<file path="src/rtl/fir_pkg.sv">
// Shared FIR constants and the output stage defaults.
// FIR_SUM_W and FIR_SAMPLE_W are also used by the FIR block.
package fir_pkg;

    localparam int FIR_SUM_W    = 17;
    localparam int FIR_SAMPLE_W = 8;
    localparam int DEF_SHIFT    = 4;
    localparam int DEF_DEPTH    = 8;

    // FIFO operation this cycle, encoded as {push, pop}
    typedef enum logic [1:0] {
        OP_NONE = 2'b00,
        OP_POP  = 2'b01,
        OP_PUSH = 2'b10,
        OP_BOTH = 2'b11
    } fifo_op_e;

endpackage

</file>
<file path="src/rtl/fir_sync_fifo.sv">
// Show-ahead synchronous FIFO with occupancy count.
// A push into a full FIFO is accepted when a pop happens in the same cycle.
module fir_sync_fifo
    import fir_pkg::*;
#(
    parameter int W     = 8,
    parameter int DEPTH = 8,
    localparam int AW   = $clog2(DEPTH)
) (
    input  logic          clk,
    input  logic          rst,
    input  logic          push,
    input  logic [W-1:0]  din,
    input  logic          pop,
    output logic [W-1:0]  dout,
    output logic          empty,
    output logic [AW:0]   count,
    output logic          drop
);

    logic [W-1:0]  mem [DEPTH];
    logic [AW-1:0] wr_ptr;
    logic [AW-1:0] rd_ptr;
    logic          full;
    logic          do_push;
    logic          do_pop;
    fifo_op_e      op;

    assign empty   = (count == '0);
    assign full    = (count == (AW+1)'(DEPTH));
    assign do_pop  = pop & ~empty;
    assign do_push = push & (~full | do_pop);
    assign drop    = push & ~do_push;
    assign op      = fifo_op_e'({do_push, do_pop});

    // Memory is not reset, so mask the head while empty
    assign dout = empty ? '0 : mem[rd_ptr];

    always_ff @(posedge clk) begin
        if (do_push)
            mem[wr_ptr] <= din;
    end

    always_ff @(posedge clk or posedge rst) begin
        if (rst) begin
            wr_ptr <= '0;
            rd_ptr <= '0;
            count  <= '0;
        end else begin
            if (do_push)
                wr_ptr <= wr_ptr + AW'(1);
            if (do_pop)
                rd_ptr <= rd_ptr + AW'(1);
            unique case (op)
                OP_PUSH: count <= count + (AW+1)'(1);
                OP_POP:  count <= count - (AW+1)'(1);
                default: count <= count;
            endcase
        end
    end

endmodule

</file>
<file path="src/rtl/fir_out_decim_fifo.sv">
// FIR output stage: round, scale, saturate, decimate, then buffer
// surviving samples in a FIFO behind a valid/ready handshake.
module fir_out_decim_fifo
    import fir_pkg::*;
#(
    parameter int IN_W  = FIR_SUM_W,
    parameter int OUT_W = FIR_SAMPLE_W,
    parameter int SHIFT = DEF_SHIFT,
    parameter int DEPTH = DEF_DEPTH
) (
    input  logic                     clk,
    input  logic                     rst,
    input  logic                     in_valid,
    input  logic [IN_W-1:0]          in_data,
    input  logic [3:0]               decim,
    output logic                     out_valid,
    input  logic                     out_ready,
    output logic [OUT_W-1:0]         out_data,
    output logic [$clog2(DEPTH):0]   count,
    output logic                     overflow,
    input  logic                     clr_ovf
);

    localparam logic [IN_W:0] HALF = (IN_W+1)'(1) << (SHIFT-1);
    localparam logic [IN_W:0] MAXV = (IN_W+1)'((1 << OUT_W) - 1);

    logic [IN_W:0]  rnd;
    logic [IN_W:0]  shr;
    logic [OUT_W-1:0] scaled;
    logic [3:0]     phase;
    logic           keep;
    logic           st_valid;
    logic [OUT_W-1:0] st_data;
    logic           empty;
    logic           drop;
    logic           pop;

    // One extra bit keeps the rounding carry
    assign rnd    = {1'b0, in_data} + HALF;
    assign shr    = rnd >> SHIFT;
    assign scaled = (shr > MAXV) ? '1 : shr[OUT_W-1:0];

    assign keep = in_valid & (phase == 4'd0);

    always_ff @(posedge clk or posedge rst) begin
        if (rst) begin
            phase <= 4'd0;
        end else if (in_valid) begin
            phase <= (phase >= decim) ? 4'd0 : phase + 4'd1;
        end
    end

    always_ff @(posedge clk or posedge rst) begin
        if (rst) begin
            st_valid <= 1'b0;
            st_data  <= '0;
        end else begin
            st_valid <= keep;
            if (keep)
                st_data <= scaled;
        end
    end

    assign out_valid = ~empty;
    assign pop       = out_valid & out_ready;

    fir_sync_fifo #(
        .W     (OUT_W),
        .DEPTH (DEPTH)
    ) u_fifo (
        .clk   (clk),
        .rst   (rst),
        .push  (st_valid),
        .din   (st_data),
        .pop   (pop),
        .dout  (out_data),
        .empty (empty),
        .count (count),
        .drop  (drop)
    );

    // Setting wins over a same-cycle clear
    always_ff @(posedge clk or posedge rst) begin
        if (rst)
            overflow <= 1'b0;
        else if (drop)
            overflow <= 1'b1;
        else if (clr_ovf)
            overflow <= 1'b0;
    end

endmodule
</file>
<file path="config.mk">
export PLATFORM = sky130hd
export DESIGN_NAME = fir_out_decim_fifo
export DESIGN_NICKNAME = d
export VERILOG_FILES = /design/src/rtl/fir_pkg.sv /design/src/rtl/fir_sync_fifo.sv /design/src/rtl/fir_out_decim_fifo.sv
export SDC_FILE = /design/constraint.sdc
export NUM_CORES = 1
export LEC_CHECK = 0
export CAP_MARGIN = 5
export CORE_MARGIN = 10
export CORE_UTILIZATION = 55
export DETAILED_ROUTE_END_ITERATION = 8
export DONT_BUFFER_PORTS = 1
export PLACE_DENSITY = 0.77
export RECOVER_POWER = 50
export SLEW_MARGIN = 20
export SYNTH_ARGS = -nofsm -noshare
export SYNTH_HDL_FRONTEND = slang
export SYNTH_SLANG_ARGS = --single-unit
</file>
<file path="constraint.sdc">
create_clock -name clk -period 2.9 [get_ports clk]
set_input_delay 0.58 -clock clk [delete_from_list [all_inputs] [get_ports clk]]
set_output_delay 0.58 -clock clk [all_outputs]
set_load 0.01 [all_outputs]
</file>
* Yosys cells after proc, flatten, opt, wreduce, memory -nomap -nowiden
Memory sizes are Yosys's and may differ from the RTL's.
Index checks and enable logic that the tools add are counted.
Widths: inputs -> output; s select.
** Operators by class
- Muxes and demuxes :: 8
- Eq/ne operators :: 3
- Bitwise gates (word level) :: 9
- Add/sub/neg operators :: 6
- $lt $le $gt $ge :: 2
- Reductions and logical operators :: 4
** Operator list (count)
- $add 17x4->18 const B :: 1
- $mux 8 :: 2
- $gt 14x8->1 const B :: 1
- $add 4x1->4 const B :: 2
- $logic_not 4->1 :: 2
- $pmux 4 s2 :: 1
- $add 3x1->3 const B :: 2
- $and 1x1->1 :: 5
- $eq 4x4->1 const B :: 1
- $ge 4x4->1 :: 1
- $mux 1 :: 4
- $mux 4 :: 1
- $reduce_bool 2->1 :: 2
- $sub 4x1->4 const B :: 1
- $not 1->1 :: 3
- $eq 2x1->1 const B :: 1
- $eq 2x2->1 const B :: 1
- $or 1x1->1 :: 1
** Word-level totals
- Logic and storage cells :: 40
- Memories :: 1
- Register bits after elaboration :: 24
- RAM bits :: 64
** Memories
- u_fifo.mem :: depth 8, width 8, read ports 1, clocked after Yosys merged registers in 0, wr ports 1, RTL line fir_sync_fifo.sv:21 : logic [W-1:0] mem [DEPTH];

* Logic depth before layout (Yosys ltp)
Gate-level depths: netlist (run 1).
- Word-level depth :: 9
- Gate-level depth with buffers :: 12
- Mapped depth without buffers :: 11

* Modules after synthesis
From an unflattened synthesis (run 1), not the netlist that was laid out.
** Unflattened totals
- Cell total of the unflattened synthesis :: 284
- Area, all modules :: 4090.2 sq um
** Modules (own cells, without submodules)
- fir_sync_fifo :: area each 3126.7 sq um, sequential area each 2172.1 sq um, cells each 176, instances 1
- fir_out_decim_fifo :: area each 963.4 sq um, sequential area each 350.3 sq um, cells each 108, instances 1

* Worst setup path after synthesis (run 1)
No wires, ideal clock.
- Path kind :: register to register
- Start :: reg u_fifo.count[1]
- End :: reg u_fifo.count[2]
- Cell stages (with the launch flop) :: 11
- Data arrival time :: 2.451 ns
- Period minus slack after synthesis :: 2.582 ns
- Required time :: 2.769 ns
- Setup time :: 0.131 ns
- Setup slack :: 0.318 ns
- Cells stage by stage :: dfrtp_1 > buf_2 > nor4_2 > nor2b_1 > ha_1 > xor2_1 > ha_1 > a21oi_1 > xor2_1 > nor2_1 > xor2_1
** Between the ends
- Longest elaborated chain between the ends :: 8
- Elaborated cells between the ends (all ways) :: 14
** RTL lines
- start, declared :: RTL line fir_sync_fifo.sv:17 : output logic [AW:0] count,
- start signal, assigned :: RTL line fir_sync_fifo.sv:55 : OP_PUSH: count <= count + (AW+1)'(1);
- start signal, assigned :: RTL line fir_sync_fifo.sv:56 : OP_POP: count <= count - (AW+1)'(1);
- start signal, assigned :: RTL line fir_sync_fifo.sv:57 : default: count <= count;
- $logic_not 4->1 * :: RTL line fir_sync_fifo.sv:29 : assign empty = (count == '0);
- $not 1->1 * :: RTL line fir_sync_fifo.sv:31, fir_out_decim_fifo.sv:64
- $and 1x1->1 :: RTL line fir_out_decim_fifo.sv:65 : assign pop = out_valid & out_ready;
- $and 1x1->1 * :: RTL line fir_sync_fifo.sv:31 : assign do_pop = pop & ~empty;
- named net u_fifo.do_pop :: RTL line fir_sync_fifo.sv:26 : logic do_pop;
- $or 1x1->1 :: RTL line fir_sync_fifo.sv:32 : assign do_push = push & (~full | do_pop);
- $and 1x1->1 :: RTL line fir_sync_fifo.sv:32
- $eq 2x1->1 or $eq 2x2->1 (tied branches) :: RTL line fir_sync_fifo.sv:54 : unique case (op)
- $pmux 4 s2 or $reduce_bool 2->1 (tied branches)
The timed path passes the listed nets; every way through them passes the cells marked *.
A chain may end at the register's enable or synchronous reset.

* Final worst setup path (run 1)
- Start :: reg u_fifo.rd_ptr[1]
- End :: out out_data[1]
** Between the ends
- Longest elaborated chain between the ends :: 2
** RTL lines
- start, declared :: RTL line fir_sync_fifo.sv:23 : logic [AW-1:0] rd_ptr;
- start signal, assigned :: RTL line fir_sync_fifo.sv:53 : rd_ptr <= rd_ptr + AW'(1);
- $mem_v2 8x8
- $mux 8 :: RTL line fir_sync_fifo.sv:37 : assign dout = empty ? '0 : mem[rd_ptr];
- end, declared :: RTL line fir_out_decim_fifo.sv:18 : output logic [OUT_W-1:0] out_data,
No other way between the ends.

==> key figures, run 1 <==
Setup path
  • CP Launch Type: flip-flop
  • CP required: 2.32 ns
  • Critical path arrival: 1.93 ns
  • Max Fanout on Critical Path: 18
  • Worst reg2reg setup slack: 0.41 ns
  • Reg2reg end: u_fifo.count[3]
  • Max stage delay cell, worst path: dfrtp_1
  • Max incr delay on CP: 0.86 ns
  • CP endpoint kind: output port
  • Worst-path cell chain: mux4_2 > mux2i_1 > nor2_1
  • Crit path kind: flip-flop to output port
  • Top delay family on crit path: flip-flops
  • Worst path bufs/invs: 0
  • Reg2reg start: u_fifo.count[0]
  • Reg2Reg Depth: 10

Timing
  • Fin. max-slew vios: 0
  • Clock period minus worst slack: 2.507 ns
  • Unrepaired setup endpoints after global routing: no
  • Fin Setup TNS: 0 ns
  • Worst slew pin tran: 0.9056 ns
  • Final Cycle Share: 86.45%
  • Max Fclk: 398.9 MHz
  • Final hold vios: 0
  • Relative slew slack: 39.56%
  • Clk_skew: 0.01196 ns
  • Setup-failing EPs final: 0
  • Final setup margin: 0.3930 ns

Placed design
  • GP Congestion: 0.7960
  • Dpl ws: 0.3812 ns
  • DP Cell Count: 353
  • Port bufs: 0
  • Hpwl dp: 4536 um

Final layout
  • Fillcell total: 529
  • Register area: 0.002522 mm2
  • Final Util: 62.50%
  • Layout area overhead: 8.817%
  • Layout cell share with drive strength beyond 1: 18.32%
  • Final cell count without fillers: 369
  • Multi-input logic area: 0.001323 mm2
  • Nets: 306
  • ANT cells: 0

Logic synthesis
  • Post-synth top flop: edfxtp_1
  • Mean post-synth cell area: 15.47 um2
  • Yosys Warn Count: 0
  • FF+latch count, synth: 88
  • Most frequent cell after synthesis: edfxtp_1
  • Post-synthesis mux area share: 12.24%
  • Synth top area share: 48.72%
  • Top cells by area, synth: edfxtp_1, dfrtp_1, mux4_2
  • Simple-gate share of the synthesized area: 8.849%
  • Asr flop ratio synth: 27.27%
  • Register area share after synthesis: 63.94%
  • Syn nets: 293
  • Yosys cell types: 38
  • Main combinational cell family by area after synthesis: multiplexers
  • Post-synth EDFFs: 64
  • Most common library cells after synthesis: edfxtp_1, dfrtp_1, mux4_2, nor2_1, nand2_1
  • Area leader, netlist: edfxtp_1
  • Compound-Gate Fraction of Synth Area: 4.345%
  • Synth Area in Adders: 3.806%
  • Post-Synthesis Cells: 255
  • Post-synthesis cell area: 0.003945 mm2
  • Xor/xnor share of the synthesized area: 4.440%

Clock network
  • Clock latency on the worst-skew pair: 0.35 ns
  • CTS Root Cell: clkbuf_8
  • Setup bufs post-CTS: 0
  • Clock-pin slew on the worst setup and hold paths: 0.08 ns
  • Total CTS buffers: 9
  • Post-CTS sizing: 0
  • H-Tree Depth: 3
  • Clk buf depth: 2
  • Clock sinks: 88
  • TritonCTS clock tree: built
  • Cts hold-fix bufs: 0

Power and ir drop
  • P_leak: 1.544 nW
  • Worst VDD drop: 0.0003103 V
  • PwrDens: 897.0 mW/mm2

Global route
  • Initial antenna violation count: 0
  • Pin count of the biggest net entering global routing: 25
  • Grt ovf: 0
  • First-pass GRT wire length: 10930 um
  • Vias in the first global route: 2130
  • All-Layer GR Usage: 12.54%

Floorplan
  • # rows: 30
  • Die Width: 104.7 um
  • Die footprint: 0.01096 mm2
  • Starting density of the core: 57.43%
  • # IOs: 40
  • Die Span Y: 104.7 um
  • Core region area: 0.006869 mm2

Outcome
  • Status: complete, no violations

Hold path
  • HP Class: input pin to async pin

Detailed routing
  • DRT Wirelength: 6591 um
  • Via count: 2120
  • Iter 0 DRT Violations: 129
  • Post-DRT Antenna Nets: 0
  • Number of vias per cell: 5.745
  • Drt first pass iters: 4
  • Post-route DRC: 0
  • Average routed wire per standard cell: 17.86 um

Job
  • Max-cap violations: 0
-- layout make-up --
| type | instances | area share (%) |
|---|---|---|
| clock buffers | 10 | 3.206 |
| inverters | 11 | 0.9618 |
| repair buffers | 11 | 1.924 |
| multi-input cells | 147 | 30.81 |
| well taps | 96 | 2.798 |
| flip-flops and latches | 88 | 58.76 |
| clock inverters | 6 | 1.545 |
-- registers in the layout, summed over array words and instances (netlist names) --
register / cells
st_valid: 1
phase: 4
u_fifo.mem: 64
u_fifo.count: 4
overflow: 1
u_fifo.wr_ptr: 3
u_fifo.rd_ptr: 3
st_data: 8
-- cells by family (layout without fill, tap and decap cells) --
| family | count (synthesis) | in the layout |
|---|---|---|
| flip-flops | 88 | 88 |
| AND/OR/NAND/NOR | 64 | 64 |
| multiplexers | 28 | 28 |
| AO/OA/AOI/OAI | 23 | 23 |
| XOR/XNOR | 20 | 20 |
| buffers and inverters | 20 | 38 |
| adder cells (fa/ha/maj) | 12 | 12 |
-- where the power goes --
part	switching (mW)	internal [mW]	leakage (nW)
Combinational	0.509	0.552	0.611
Clock	0.418	0.424	0.107
Sequential	0.310	1.64	0.826
-- layout by cell type (no fill, tap or decap), drive strengths merged --
cell type / synthesis / final
edfxtp: 64 / 64
dfrtp: 24 / 24
nor2: 16 / 16
mux4: 16 / 16
nand2: 15 / 15
ha: 12 / 12
inv: 11 / 12
xor2: 11 / 11
buf: 7 / 11
mux2i: 10 / 10
clkbuf: 2 / 10
xnor2: 9 / 9
o22a: 8 / 8
a21oi: 6 / 6
nand3: 6 / 6
nand4: 6 / 6
nand2b: 4 / 4
clkinv: 0 / 4
nor3: 3 / 3
nand3b: 3 / 3
nor4: 3 / 3
a21o: 3 / 3
mux2: 2 / 2
and3: 2 / 2
o21ai: 2 / 2
and4: 2 / 2
and2: 1 / 1
nor2b: 1 / 1
and4bb: 1 / 1
o41ai: 1 / 1
o31a: 1 / 1
a2111oi: 1 / 1
or3b: 1 / 1
o22ai: 1 / 1
bufinv: 0 / 1
-- how the worst max path moves through the flow --
| stage | startpoint | endpoint | slack, ns | cells after the start |
|---|---|---|---|---|
| 6_report | u_fifo.rd_ptr[1] | out_data[1] | 0.39 | 3 |
| 5_1_grt | u_fifo.count[0] | u_fifo.count[3] | 0.19 | 10 |
| 4_1_cts | u_fifo.rd_ptr[1] | out_data[1] | 0.33 | 3 |
| 3_5_place_dp | u_fifo.count[0] | u_fifo.count[3] | 0.38 | 10 |
| 3_3_place_gp | u_fifo.count[0] | u_fifo.count[3] | 0.47 | 10 |
| 2_1_floorplan | u_fifo.count[1] | u_fifo.count[2] | 0.32 | 10 |
-- routing by layer --
layer / vias to the layer above / routed length, um / GRT usage, %
met2: 62 / 3136 / 19.20
met4: 0 / 114 / 5.490
met5: - / 0 / 0
met3: 11 / 424 / 3.624
met1: 1049 / 2916 / 16.26
li1: 998 / - / -
-- stage by stage --
stage | area (um2) | hold WS, ns | total power [mW]
floorplan | 3945 | 0.4775 | 2.801
global placement | 4095 | 0.4922 | 3.027
detailed placement | 4095 | 0.5031 | 3.073
CTS | 4299 | 0.2959 | 3.907
global route | 4293 | 0.2922 | 4.109
finish | 4293 | 0.3017 | 3.851
(Power assumes the default switching activity.)
==> run 2, diff against run 1 <==
--- a/config.mk
+++ b/config.mk
@@ -8,6 +8,7 @@
 export CAP_MARGIN = 5
 export CORE_MARGIN = 10
 export CORE_UTILIZATION = 55
+export CTS_BUF_LIST = sky130_fd_sc_hd__clkbuf_4 sky130_fd_sc_hd__clkbuf_8
 export DETAILED_ROUTE_END_ITERATION = 8
 export DONT_BUFFER_PORTS = 1
 export PLACE_DENSITY = 0.77
@@ -15,4 +16,5 @@
 export SLEW_MARGIN = 20
 export SYNTH_ARGS = -nofsm -noshare
 export SYNTH_HDL_FRONTEND = slang
+export SYNTH_HIERARCHICAL = 1
 export SYNTH_SLANG_ARGS = --single-unit
==> run 2 against run 1 <==
  * Die area rose by 3.0%
  * Clock power grew 6.4%
  * First-iteration DRC count decreased by 41%
  * Synthesized cell count up 11%
  * Highest routed layer unchanged
  * Fmax fell by 8.1%
  * Sequential share of layout area down 1.8 points
  * Register-to-register slack lost 0.24 ns
  * Worst hold slack worse by 0.21 ns
  * Largest power group unchanged
  * Largest cell class unchanged
==> key figures, run 2 <==
Final layout
  • Nets: 331
  • Max reg flops: 64
  • Layout cell share with drive strength beyond 1: 17.11%
  • Layout area overhead: 8.229%
  • Top reg by flops: u_fifo/mem
  • Design area: 0.004427 mm2
  • ANT cells: 0
  • Most common cell after layout, fill and taps aside: edfxtp_1
  • Most frequent cells in the layout: edfxtp_1, nor2_1, dfrtp_1
  • Final Util: 61.03%
  • Largest regs: u_fifo/mem (64), st_data (8)
  • Final cell count without fillers: 397

Logic synthesis
  • Post-Synthesis Cells: 284
  • Register area share after synthesis: 61.67%
  • Asr flop ratio synth: 27.27%
  • Post-synth EDFFs: 64
  • Post-synthesis cell area: 0.004090 mm2
  • Yosys cell types: 43
  • Top cells by area, synth: edfxtp_1, dfrtp_1, mux4_2
  • Synth top area share: 46.99%
  • Mean post-synth cell area: 14.40 um2
  • Yosys Warn Count: 6
  • FF+latch count, synth: 88
  • Most common library cells after synthesis: edfxtp_1, nor2_1, dfrtp_1, inv_1, nand2_1
  • Most frequent cell after synthesis: edfxtp_1
  • Post-synth top flop: edfxtp_1
  • Syn nets: 322
  • Area leader, netlist: edfxtp_1

Timing
  • Final Cycle Share: 94.04%
  • Max Fclk: 366.7 MHz
  • Unrepaired setup endpoints after global routing: no
  • Fin. max-slew vios: 0
  • Final setup margin: 0.1727 ns
  • Hold_ws: 0.09467 ns
  • Setup-failing EPs final: 0
  • Relative slew slack: 45.71%
  • Final hold vios: 0
  • Fin Setup TNS: 0 ns
  • Clock period minus worst slack: 2.727 ns
  • Clk_skew: 0.01077 ns
  • Worst slew pin tran: 0.8143 ns

Clock network
  • Cts hold-fix bufs: 0
  • Clock sinks: 88
  • Post-CTS sizing: 0
  • Setup bufs post-CTS: 0
  • Clock latency on the worst-skew pair: 0.35 ns
  • CTS Root Cell: clkbuf_8
  • Total CTS buffers: 9
  • H-Tree Depth: 3
  • Clk buf depth: 2
  • TritonCTS clock tree: built
  • Clock-pin slew on the worst setup and hold paths: 0.08 ns

Setup path
  • Max incr delay on CP: 0.45 ns
  • Max stage delay cell, worst path: dfrtp_1
  • CP required: 3.14 ns
  • Crit path kind: flip-flop to flip-flop
  • Max Fanout on Critical Path: 8
  • Worst path bufs/invs: 2
  • CP Launch Type: flip-flop
  • CP endpoint kind: flip-flop
  • Worst-path cell chain: or3_1 > buf_4 > o21ai_2 > or2_2 > inv_1 > ha_1 > a21o_1 > a21oi_1 > mux2i_1 > a211o_1
  • Top delay family on crit path: compound AO/OA/AOI/OAI gates
  • Critical path arrival: 2.96 ns

Placed design
  • DP Cell Count: 381
  • Port bufs: 0
  • Placed cell areas: 0.004219 mm2
  • Hpwl dp: 4911 um
  • Dpl ws: 0.1612 ns
  • GP Congestion: 0.7873

Global route
  • Initial antenna violation count: 0
  • First-pass GRT wire length: 11290 um
  • All-Layer GR Usage: 12.74%
  • Pin count of the biggest net entering global routing: 19
  • Vias in the first global route: 2294
  • Grt ovf: 0

Detailed routing
  • Iter 0 DRT Violations: 76
  • Post-route DRC: 0
  • Number of vias per cell: 5.582
  • Drt first pass iters: 4
  • DRT Wirelength: 6768 um
  • Via count: 2216
  • Post-DRT Antenna Nets: 0
  • Average routed wire per standard cell: 17.05 um

Power and ir drop
  • Total power: 3.975 mW
  • Worst VDD drop: 0.0003893 V
  • PwrDens: 898.0 mW/mm2
  • P_leak: 1.583 nW

Floorplan
  • Die footprint: 0.01129 mm2
  • Die Span Y: 106.2 um
  • # rows: 31
  • # IOs: 40
  • Die Width: 106.2 um
  • Starting density of the core: 56.39%
  • Core region area: 0.007253 mm2

Hold path
  • HP Class: input pin to async pin

Job
  • Max-cap violations: 0

Outcome
  • Status: complete, no violations
[run 2: cell types whose count changed after synthesis, sizes merged, moves of 4 or more]
cell and delta:
o22a -8, nor2 +14, inv +7, xor2 -5, nand4 -5, a21oi +4
[run 2: kinds of logic (layout without fill, tap and decap cells)]
| logic type | after synthesis | in the layout | synth area share [%] |
|---|---|---|---|
| xor gates and xnor gates | 14 | 14 | 2.998 |
| muxes | 32 | 32 | 13.03 |
| and+or+nand+nor | 83 | 83 | 10.19 |
| AOI/OAI and AO/OA | 28 | 28 | 5.140 |
| buffers and inverters | 27 | 41 | 3.120 |
| adders and majority gates | 12 | 12 | 3.854 |
| DFF | 88 | 88 | 61.67 |
[run 2: area by class of cell]
cell class	count	area (um2)
clock buffer	9	123.9
clock inverter	7	95.09
fill	571	2826
inverter	18	67.56
multi-input combinational	169	1453
sequential	88	2522
tap	99	123.9
timing repair buffer	7	41.29
[run 2: per-layer routing]
layer,GRT usage [%],vias up,part of all wire (%)
met3,3.865,9,6.6
met4,6.093,0,1.6
met1,16.02,1093,44
li1,-,1056,-
met2,19.74,58,48
met5,0,-,0
[run 2: path summary, 6_finish.rpt]
kind | from | end | slack, ns | cells after the start
max | u_fifo/count[2] | u_fifo/count[3] | 0.17 | 10
min | rst | u_fifo/count[3] | 0.09 | 1
max reg2reg | u_fifo/count[2] | u_fifo/count[3] | 0.17 | 10
min reg2reg | u_fifo/wr_ptr[0] | u_fifo/wr_ptr[0] | 0.55 | 2
max in group asynchronous | rst | st_data[1] | 2.38 | 1
min in group clk | in_valid | phase[1] | 0.35 | 1
[run 2: worst register-to-register path: stages, from the launching register on]
cell and delay [ns]:
dfrtp_1 0.45, or3_1 0.38, buf_4 0.20, o21ai_2 0.21, or2_2 0.18, inv_1 0.06
ha_1 0.26, a21o_1 0.17, a21oi_1 0.30, mux2i_1 0.13, a211o_1 0.29
[run 2: power breakdown]
part           switching, mW  total [mW]  internal (mW)
clock                  0.413       0.897          0.485
combinational          0.645        1.28          0.632
sequential             0.245        1.80           1.56
